## config.mk

```make
export PLATFORM = sky130hd
export DESIGN_NAME = aes_subbytes_seq
export DESIGN_NICKNAME = d
export VERILOG_FILES = /design/src/rtl/aes_subbytes_seq.sv
export SDC_FILE = /design/constraint.sdc
export NUM_CORES = 1
export LEC_CHECK = 0
export ABC_AREA = 1
export CAP_MARGIN = 20
export CORE_AREA = 2 2 236 238
export DETAILED_ROUTE_END_ITERATION = 10
export DIE_AREA = 0 0 238 240
export PLACE_DENSITY = 0.74
export SYNTH_ARGS = -nofsm -noshare
export SYNTH_HDL_FRONTEND = slang
export SYNTH_SLANG_ARGS = --single-unit
```

## constraint.sdc

```tcl
create_clock -name clk -period 5.1 [get_ports clk]
set_clock_uncertainty 0.15 [all_clocks]
set_input_delay 1.02 -clock clk [delete_from_list [all_inputs] [get_ports clk]]
set_output_delay 1.02 -clock clk [all_outputs]
set_load 0.02 [all_outputs]
```

## src/rtl/aes_subbytes_seq.sv

```systemverilog
// Sequential SubBytes front end that shares one combinational S-box across the 16 state bytes.
// Each byte uses two cycles. In SETUP the operands are registered. In EVAL they are presented
// on sbox_*_o, and the S-box result is written into the output buffers.
//
// Ports
//   clk, rst_n             clock, synchronous active-low reset
//   in_valid/in_ready      input handshake; in_data/in_mask/masked_en are latched on transfer
//   seed_valid/seed        PRD LFSR load, honoured only while idle
//   sbox_en_o, sbox_*_o    shared S-box operands (all zero while sbox_en_o is low)
//   sbox_d_i, sbox_m_i     S-box result data and output mask
//   out_valid/out_ready    output handshake; out_data/out_mask are held from DONE onward
//   busy                   high in every state except IDLE
module aes_subbytes_seq (
   input  logic         clk,
   input  logic         rst_n,
   input  logic         in_valid,
   output logic         in_ready,
   input  logic [127:0] in_data,
   input  logic [127:0] in_mask,
   input  logic         masked_en,
   input  logic         seed_valid,
   input  logic [31:0]  seed,
   output logic         sbox_en_o,
   output logic [7:0]   sbox_d_o,
   output logic [7:0]   sbox_m_o,
   output logic [17:0]  sbox_prd_o,
   input  logic [7:0]   sbox_d_i,
   input  logic [7:0]   sbox_m_i,
   output logic         out_valid,
   input  logic         out_ready,
   output logic [127:0] out_data,
   output logic [127:0] out_mask,
   output logic         busy
);

   localparam logic [31:0] LfsrTaps  = 32'h80200003;
   localparam logic [31:0] LfsrReset = 32'hACE10001;

   typedef enum logic [1:0] {StIdle, StSetup, StEval, StDone} state_e;

   state_e         state_q, state_d;
   logic [3:0]     idx_q, idx_d;
   logic [127:0]   data_q, data_d;
   logic [127:0]   mask_q, mask_d;
   logic           masked_q, masked_d;
   logic [31:0]    lfsr_q, lfsr_d;
   logic [127:0]   out_data_q, out_data_d;
   logic [127:0]   out_mask_q, out_mask_d;
   logic           sbox_en_q, sbox_en_d;
   logic [7:0]     sbox_d_q, sbox_d_d;
   logic [7:0]     sbox_m_q, sbox_m_d;
   logic [17:0]    sbox_prd_q, sbox_prd_d;
   logic [6:0]     byte_lsb;

   // Right-shifting Galois step: the bit shifted out selects the tap mask.
   function automatic logic [31:0] lfsr_step(input logic [31:0] l);
      return (l >> 1) ^ (l[0] ? LfsrTaps : 32'h0);
   endfunction

   assign byte_lsb = {idx_q, 3'b000};

   always_comb begin
      state_d    = state_q;
      idx_d      = idx_q;
      data_d     = data_q;
      mask_d     = mask_q;
      masked_d   = masked_q;
      lfsr_d     = lfsr_q;
      out_data_d = out_data_q;
      out_mask_d = out_mask_q;
      // The operand registers are non-zero only in the EVAL cycle that follows a SETUP.
      sbox_en_d  = 1'b0;
      sbox_d_d   = 8'h00;
      sbox_m_d   = 8'h00;
      sbox_prd_d = 18'h0;

      unique case (state_q)
         StIdle: begin
            // A seed load and a transfer can happen in the same cycle.
            // In that case byte 0 sees the fresh seed in SETUP.
            if (seed_valid) begin
               lfsr_d = (seed == 32'h0) ? 32'h00000001 : seed;
            end
            if (in_valid) begin
               data_d   = in_data;
               mask_d   = in_mask;
               masked_d = masked_en;
               idx_d    = 4'd0;
               state_d  = StSetup;
            end
         end
         StSetup: begin
            sbox_en_d = 1'b1;
            sbox_d_d  = data_q[byte_lsb +: 8];
            if (masked_q) begin
               sbox_m_d   = mask_q[byte_lsb +: 8];
               sbox_prd_d = lfsr_q[17:0];
               lfsr_d     = lfsr_step(lfsr_q);
            end
            state_d = StEval;
         end
         StEval: begin
            out_data_d[byte_lsb +: 8] = sbox_d_i;
            out_mask_d[byte_lsb +: 8] = masked_q ? sbox_m_i : 8'h00;
            if (idx_q == 4'd15) begin
               state_d = StDone;
            end else begin
               idx_d   = idx_q + 4'd1;
               state_d = StSetup;
            end
         end
         StDone: begin
            if (out_ready) begin
               state_d = StIdle;
            end
         end
         default: state_d = StIdle;
      endcase
   end

   always_ff @(posedge clk) begin
      if (!rst_n) begin
         state_q    <= StIdle;
         idx_q      <= 4'd0;
         data_q     <= 128'h0;
         mask_q     <= 128'h0;
         masked_q   <= 1'b0;
         lfsr_q     <= LfsrReset;
         out_data_q <= 128'h0;
         out_mask_q <= 128'h0;
         sbox_en_q  <= 1'b0;
         sbox_d_q   <= 8'h00;
         sbox_m_q   <= 8'h00;
         sbox_prd_q <= 18'h0;
      end else begin
         state_q    <= state_d;
         idx_q      <= idx_d;
         data_q     <= data_d;
         mask_q     <= mask_d;
         masked_q   <= masked_d;
         lfsr_q     <= lfsr_d;
         out_data_q <= out_data_d;
         out_mask_q <= out_mask_d;
         sbox_en_q  <= sbox_en_d;
         sbox_d_q   <= sbox_d_d;
         sbox_m_q   <= sbox_m_d;
         sbox_prd_q <= sbox_prd_d;
      end
   end

   assign in_ready   = (state_q == StIdle);
   assign busy       = (state_q != StIdle);
   assign out_valid  = (state_q == StDone);
   assign out_data   = out_data_q;
   assign out_mask   = out_mask_q;
   assign sbox_en_o  = sbox_en_q;
   assign sbox_d_o   = sbox_d_q;
   assign sbox_m_o   = sbox_m_q;
   assign sbox_prd_o = sbox_prd_q;

endmodule

```

==> impl_metrics.py, run 1 <==
metrics = {
    "layout": {
        "syn_to_final_growth_pct": 33.3,
        "instances_no_fill": 4751,
        "fin_nets": 4306,
        "number_of_fill_cells_in_the_layout": 5050,
        "final_layout_size_suffix_gt1_share_pct": 4.43,
        "final_area_sq_mm": 0.0327,
    },
    "worst_setup_path": {
        "cp_data_arrival_time_ns": 3.92,
        "crit-reg2reg-capture": "out_mask[33]",
        "timing.critical_path.mode_cell": "sky130_fd_sc_hd__nand2_1",
        "cp_cell_sequence": "inv_4, ha_1, clkinv_1, nand3_1, nor2_4, nand2_1, nand2_1, nand2_1, nor2_1",
        "timing.critical_path.from_type": "register",
        "critical_path.startpoint": "idx_q[0]",
        "cp.required_ns": 5.45,
        "worst-r2r-setup-slack_ns": 1.53,
        "max_fo_critical_path": 32,
        "worst_setup_path_end_kind": "register",
        "r2r.worst_path.cells": 9,
        "worstReg2RegStart": "idx_q[0]",
        "worst_setup_path_endpoint": "out_mask[33]",
        "cpPeakStageDelay_ns": 0.77,
        "critical_path_class": "reg2reg",
        "slowest_stage": "sky130_fd_sc_hd__nand2_1",
    },
    "sta": {
        "rsz0062_at_grt": "no",
        "setup-violations-final": 0,
        "timing_worst_slew_pin_value_ns": 1.22,
        "accumulated_negative_setup_slack_ns": 0,
        "setup_slack_ns": 1.53,
        "slew_headroom_pct": 18.9,
        "report.final.slew_viol_count": 0,
        "post-route-min-period_ns": 3.57,
        "min_period_over_period_pct": 69.9,
        "final_hold_viol_count": 0,
        "maxClockFrequency_ghz": 0.280,
    },
    "clock_tree": {
        "cts_sinks": 586,
        "tritoncts": "yes",
        "cts-htree-levels": 2,
        "cts_post_setup_buffers_inserted": 0,
        "cts_hold_buffers": 0,
        "clock_tree.buffer_depth": 3,
        "path_clk_slew_ns": 0.06,
        "clockRootBuffer": "sky130_fd_sc_hd__clkbuf_16",
        "cts_inserted_buffers": 60,
        "post_cts_resize_count": 0,
        "clk_latency_ns": 0.64,
    },
    "route": {
        "avgViaCountPerCell": 5.16,
        "routed_wl_microns": 86500,
        "num_vias": 24500,
        "drt_pre_antenna_iters": 6,
        "wl_per_cell_microns": 18.2,
        "postRouteAntennaNets": 0,
        "drcViolationCount": 0,
        "detailedRoute.firstIterationViolations": 2020,
    },
    "place": {
        "post-dp-hpwl_microns": 61300,
        "dp.cells": 4631,
        "io_buffer_count": 603,
        "placedInstanceArea_sq_mm": 0.0306,
        "dp_slack_ns": 1.64,
        "place.gp.congestion": 0.901,
    },
    "hold_path": {
        "hold_class": "reg2reg",
    },
    "synth": {
        "synth_area_leaders": "sky130_fd_sc_hd__dfxtp_1, sky130_fd_sc_hd__nor2_1, sky130_fd_sc_hd__nand2_1",
        "synthesized_area_fraction_occupied_by_xor_and_xnor_cells_pct": 0.0357,
        "synthesis.nets": 3853,
        "synth.top_cells.by_count": "sky130_fd_sc_hd__nor2_1, sky130_fd_sc_hd__nand2_1, sky130_fd_sc_hd__dfxtp_1, sky130_fd_sc_hd__o21ai_0, sky130_fd_sc_hd__a21oi_1",
        "netlist.top_cell.by_area": "sky130_fd_sc_hd__dfxtp_1",
        "postSynthCellCount": 3538,
        "synth_compound_area_share_pct": 15.3,
        "synth_most_common_cell": "sky130_fd_sc_hd__nor2_1",
        "synth_cell_types": 34,
        "ys_ff_latch": 586,
        "count_of_warnings_emitted_by_yosys": 0,
        "synth.area.mux_share_pct": 0,
        "synth_top_cell_area_share_pct": 47.8,
        "synth_async_sr_flop_share_pct": 0,
        "count_of_flip_flops_with_a_built_in_enable_after_synthesis": 0,
        "syn-mean-instance-area_sq_um": 6.93,
        "mappedNetlistArea_sq_mm": 0.0245,
        "basic_gate_share_of_the_synthesized_area_counting_and_or_nand_and_nor_cells_pct": 27.4,
        "synth_sequential_area_ratio_pct": 47.8,
        "ys.flop_type": "sky130_fd_sc_hd__dfxtp_1",
        "post_synth_fa_ha_maj_area_fraction_pct": 0.255,
        "combinational_family_with_the_most_area_after_synthesis": "simple AND/OR/NAND/NOR gates",
    },
    "power_and_ir_drop": {
        "p_per_area_mw_per_mm2": 331,
        "vdd_drop_max_uv": 279,
        "total_leakage_power_nw": 13.4,
    },
    "die": {
        "placement_rows": 86,
        "ios": 604,
        "core_area_sq_mm": 0.0547,
        "design.die.area_sq_mm": 0.0571,
        "die_w_microns": 238,
        "die-height_microns": 240,
        "floorplan.initialDensity_pct": 44.9,
    },
    "global_routing": {
        "globalRouteTotalUtil_pct": 29.3,
        "grt_antenna_before_repair": 14,
        "global_route_total_overflow": 0,
        "grt_max_degree": 232,
        "global_route_wire_length_before_repair_microns": 131000,
        "grt_pass1_vias": 22800,
    },
    "outcome": {
        "run_status": "finished clean",
    },
    "run": {
        "cap_viol_max_count": 0,
    },
}
==> power breakdown <==
group          internal [mW]  switching (mW)  total (mW)
logic                  0.551           0.909        1.46
registers               4.81          0.0927        4.90
clock network           2.57            1.90        4.46
==> cells by family (layout without fill, tap and decap cells) <==
kind of cell	count (synthesis)	after routing
fa+ha+maj	5	5
buf+inv	556	1058
other cells	0	7
compound gates	737	737
simple gates	1653	1653
xor+xnor	1	1
flops	586	586
==> cells in the final DEF (no fill, tap or decap), drive strengths merged <==
cell and n:
a21oi 314, a31oi 1, and3 1, buf 23
bufinv 3, clkbuf 87, clkdlybuf4s50 602, clkinv 19
clkinvlp 1, dfxtp 586, diode 7, ha 5
inv 323, nand2 677, nand3 187, nand4 20
nor2 761, nor3 6, o211ai 18, o21ai 395
o21bai 9, or2 1, xnor2 1
==> how the worst min path moves through the flow <==
stage | start | end | slack [ns] | depth (start not counted)
6_report | lfsr_q[3] | sbox_prd_o[3] | 0.30 | 2
5_1_grt | lfsr_q[4] | sbox_prd_o[4] | 0.31 | 2
4_1_cts | lfsr_q[4] | sbox_prd_o[4] | 0.30 | 2
3_5_place_dp | lfsr_q[12] | sbox_prd_o[12] | 0.29 | 2
3_3_place_gp | data_q[69] | data_q[69] | 0.29 | 2
2_1_floorplan | lfsr_q[10] | sbox_prd_o[10] | 0.27 | 2
==> routing by layer <==
| metal | wire length (microns) | share of wire (%) | vias up | track usage (%) |
|---|---|---|---|---|
| met4 | 4130 | 4.8 | 14 | 14.3 |
| met5 | 91 | 0.11 | - | 0 |
| met1 | 35200 | 41 | 11200 | 37.0 |
| met3 | 6510 | 7.5 | 210 | 5.22 |
| met2 | 40500 | 47 | 967 | 48.6 |
| li1 | - | - | 12100 | - |
==> state kept, by name (all words and copies together) (netlist names) <==
register / count
out_mask: 128
mask_q: 128
sbox_m_o: 8
out_data: 128
lfsr_q: 32
state_q: 2
sbox_d_o: 8
sbox_en_o: 1
data_q: 128
sbox_prd_o: 18
idx_q: 4
masked_q: 1
==> final cells by class <==
type / instances / area (sq um) / area share [%]
multi-input cells: 2396 / 10600 / 32.3
repair buffers: 625 / 6270 / 19.2
clock buffers: 87 / 1770 / 5.43
well taps: 704 / 881 / 2.69
inverters: 322 / 1210 / 3.70
diodes: 7 / 17.5 / 0.0536
flip-flops and latches: 586 / 11700 / 35.9
clock inverters: 24 / 239 / 0.731
==> worst max-delay path: cells and delay by family (launching register included) <==
family / cells / cell delay, ns
adder cells (fa/ha/maj): 1 / 0.50
buffers and inverters: 2 / 0.85
flip-flops: 1 / 0.35
AND/OR/NAND/NOR: 6 / 1.54
==> metrics by stage <==
step                power (mW)  util [%]  hold WS [ns]
global placement          6.42      56.0         0.286
CTS                       10.9      59.7         0.298
global route              11.2      59.8         0.309
detailed placement        6.44      56.0         0.289
floorplan                 5.87         -         0.269
finish                    10.8      59.8         0.298
Power figures use the tool's default switching activity.
==> run 2, diff against run 1 <==
--- a/config.mk
+++ b/config.mk
@@ -7,10 +7,10 @@
 export LEC_CHECK = 0
 export ABC_AREA = 1
 export CAP_MARGIN = 20
-export CORE_AREA = 2 2 236 238
+export CORE_AREA = 2 2 232 234
 export DETAILED_ROUTE_END_ITERATION = 10
-export DIE_AREA = 0 0 238 240
-export PLACE_DENSITY = 0.74
+export DIE_AREA = 0 0 234 236
+export PLACE_DENSITY = 0.76
 export SYNTH_ARGS = -nofsm -noshare
 export SYNTH_HDL_FRONTEND = slang
 export SYNTH_SLANG_ARGS = --single-unit
==> constraint.sdc (replaced) <==
create_clock -name clk -period 3.35 [get_ports clk]
set_clock_uncertainty 0.15 [all_clocks]
set_input_delay 0.67 -clock clk [delete_from_list [all_inputs] [get_ports clk]]
set_output_delay 0.67 -clock clk [all_outputs]
set_load 0.02 [all_outputs]
==> impl_metrics.py, run 2 (synthesis gave the netlist of run 1 again) <==
metrics = {
    "layout": {
        "number_of_fill_cells_in_the_layout": 4803,
        "multi_input_comb_area_sq_mm": 0.0106,
        "sequential_cell_area_sq_mm": 0.0117,
        "layout.cells.most_common": "sky130_fd_sc_hd__nor2_1",
        "most-common-layout-cells": "sky130_fd_sc_hd__nor2_1, sky130_fd_sc_hd__nand2_1, sky130_fd_sc_hd__clkdlybuf4s50_1, sky130_fd_sc_hd__dfxtp_1, sky130_fd_sc_hd__o21ai_0",
        "syn_to_final_growth_pct": 34.9,
        "final_layout_size_suffix_gt1_share_pct": 5.10,
        "fin_nets": 4333,
        "final_area_sq_mm": 0.0331,
    },
    "route": {
        "num_vias": 25000,
        "detailedRoute.firstIterationViolations": 2171,
        "maxUsedRoutingLayer": "met5",
        "drcViolationCount": 0,
        "met2WireLength_microns": 41200,
        "avgViaCountPerCell": 5.24,
        "drt_pre_antenna_iters": 6,
        "wl_per_cell_microns": 18.4,
        "routed_wl_microns": 87600,
        "met3_length_microns": 6890,
        "postRouteAntennaNets": 0,
        "met1Wirelength_microns": 35800,
    },
    "clock_tree": {
        "clock_tree.buffer_depth": 3,
        "cts_sinks": 586,
        "path_clk_slew_ns": 0.07,
        "cts_inserted_buffers": 59,
        "tritoncts": "yes",
        "clk_latency_ns": 0.62,
        "cts_post_setup_buffers_inserted": 0,
        "cts-htree-levels": 2,
        "clockRootBuffer": "sky130_fd_sc_hd__clkbuf_16",
        "cts_hold_buffers": 0,
        "post_cts_resize_count": 0,
    },
    "worst_setup_path": {
        "timing.critical_path.buf_inv": 1,
        "cpPeakStageDelay_ns": 0.71,
        "crit_cells": 2,
        "worst_setup_path_end_kind": "output pin",
        "timing.critical_path.from_type": "register",
        "cp.required_ns": 2.53,
        "cp_cell_sequence": "nor2_1, clkdlybuf4s50_1",
        "slowest_stage": "sky130_fd_sc_hd__clkdlybuf4s50_1",
        "critical_path_class": "reg2out",
        "r2r.worst_path.cells": 10,
        "cpLargestDelayFamily": "buffers and inverters",
        "max_fo_critical_path": 5,
        "cp_data_arrival_time_ns": 2.15,
    },
    "sta": {
        "final_hold_viol_count": 0,
        "maxClockFrequency_ghz": 0.337,
        "accumulated_negative_setup_slack_ns": 0,
        "setup-violations-final": 0,
        "post-route-min-period_ns": 2.97,
        "report.final.slew_viol_count": 0,
        "slew_headroom_pct": 33.1,
        "rsz0062_at_grt": "no",
        "min_period_over_period_pct": 88.6,
        "timing_worst_slew_pin_value_ns": 1.00,
        "finalHoldWorstSlack_ns": 0.208,
        "setup_slack_ns": 0.380,
    },
    "die": {
        "core_area_sq_mm": 0.0531,
        "design.die.area_sq_mm": 0.0552,
        "placement_rows": 85,
        "floorplan.initialDensity_pct": 46.2,
        "die-height_microns": 236,
        "die_w_microns": 234,
        "ios": 604,
    },
    "global_routing": {
        "global_route_total_overflow": 0,
        "globalRouteTotalUtil_pct": 30.8,
        "global_route_wire_length_before_repair_microns": 133000,
        "grt_pass1_vias": 23000,
        "grt_antenna_before_repair": 12,
        "grt_max_degree": 173,
    },
    "place": {
        "io_buffer_count": 603,
        "placedInstanceArea_sq_mm": 0.0310,
        "post-dp-hpwl_microns": 61900,
        "place.gp.congestion": 0.900,
        "dp_slack_ns": 0.728,
    },
    "outcome": {
        "run_status": "finished clean",
    },
    "power_and_ir_drop": {
        "p_per_area_mw_per_mm2": 511,
        "vdd_drop_max_uv": 572,
        "total_leakage_power_nw": 13.6,
    },
    "hold_path": {
        "hold_class": "in2reg",
        "holdPathStages": 3,
    },
    "run": {
        "cap_viol_max_count": 0,
    },
}
## run 2: changes by cell type in the layout (fill, tap and decap cells not counted), sizes merged
| cell | before | now |
|---|---|---|
| buf | 23 | 51 |
| clkinvlp | 1 | 0 |
| clkbuf | 87 | 81 |
| inv | 323 | 324 |
| diode | 7 | 12 |
| clkinv | 19 | 13 |
| bufinv | 3 | 9 |
## run 2: final cells by class
type                            count  area share [%]
Sequential cell                   586            35.5
Multi-Input combinational cell   2396            31.9
Timing Repair Buffer              653            19.8
Clock buffer                       81            5.26
Inverter                          322            3.66
Tap cell                          696            2.63
Clock inverter                     24            1.10
Antenna cell                       12          0.0908
## run 2: path summary, 6_finish.rpt
path,startpoint,to,slack [ns]
hold / removal,rst_n,data_q[114],0.21
setup / recovery,state_q[1],in_ready,0.38
setup reg to reg,idx_q[1],out_mask[33],0.63
hold reg to reg,lfsr_q[8],sbox_prd_o[8],0.29
## run 2: stage by stage
stage | utilization, % | cells | power (mW)
global route | 62.3 | 4769 | 17.5
CTS | 62.3 | 4758 | 16.9
floorplan | - | 3538 | 8.94
finish | 62.3 | 4770 | 16.9
detailed placement | 58.3 | 4653 | 9.87
global placement | 58.3 | 4653 | 9.83
## run 2: power breakdown
group | leakage [nW] | switching (mW) | internal, mW
combinational | 7.80 | 1.41 | 0.885
clock | 1.05 | 2.85 | 4.31
sequential | 4.79 | 0.137 | 7.32
## run 2: routing by layer
| metal | vias up | GRT usage [%] |
|---|---|---|
| met5 | - | 0 |
| li1 | 12200 | - |
| met1 | 11600 | 40.0 |
| met4 | 2 | 12.8 |
| met2 | 1075 | 50.5 |
| met3 | 178 | 5.29 |
## run 2: tightest hold or removal path: stages
cell and delay [ns]:
sky130_fd_sc_hd__buf_8 0.14, sky130_fd_sc_hd__o21ai_0 0.08, sky130_fd_sc_hd__nor2_1 0.04
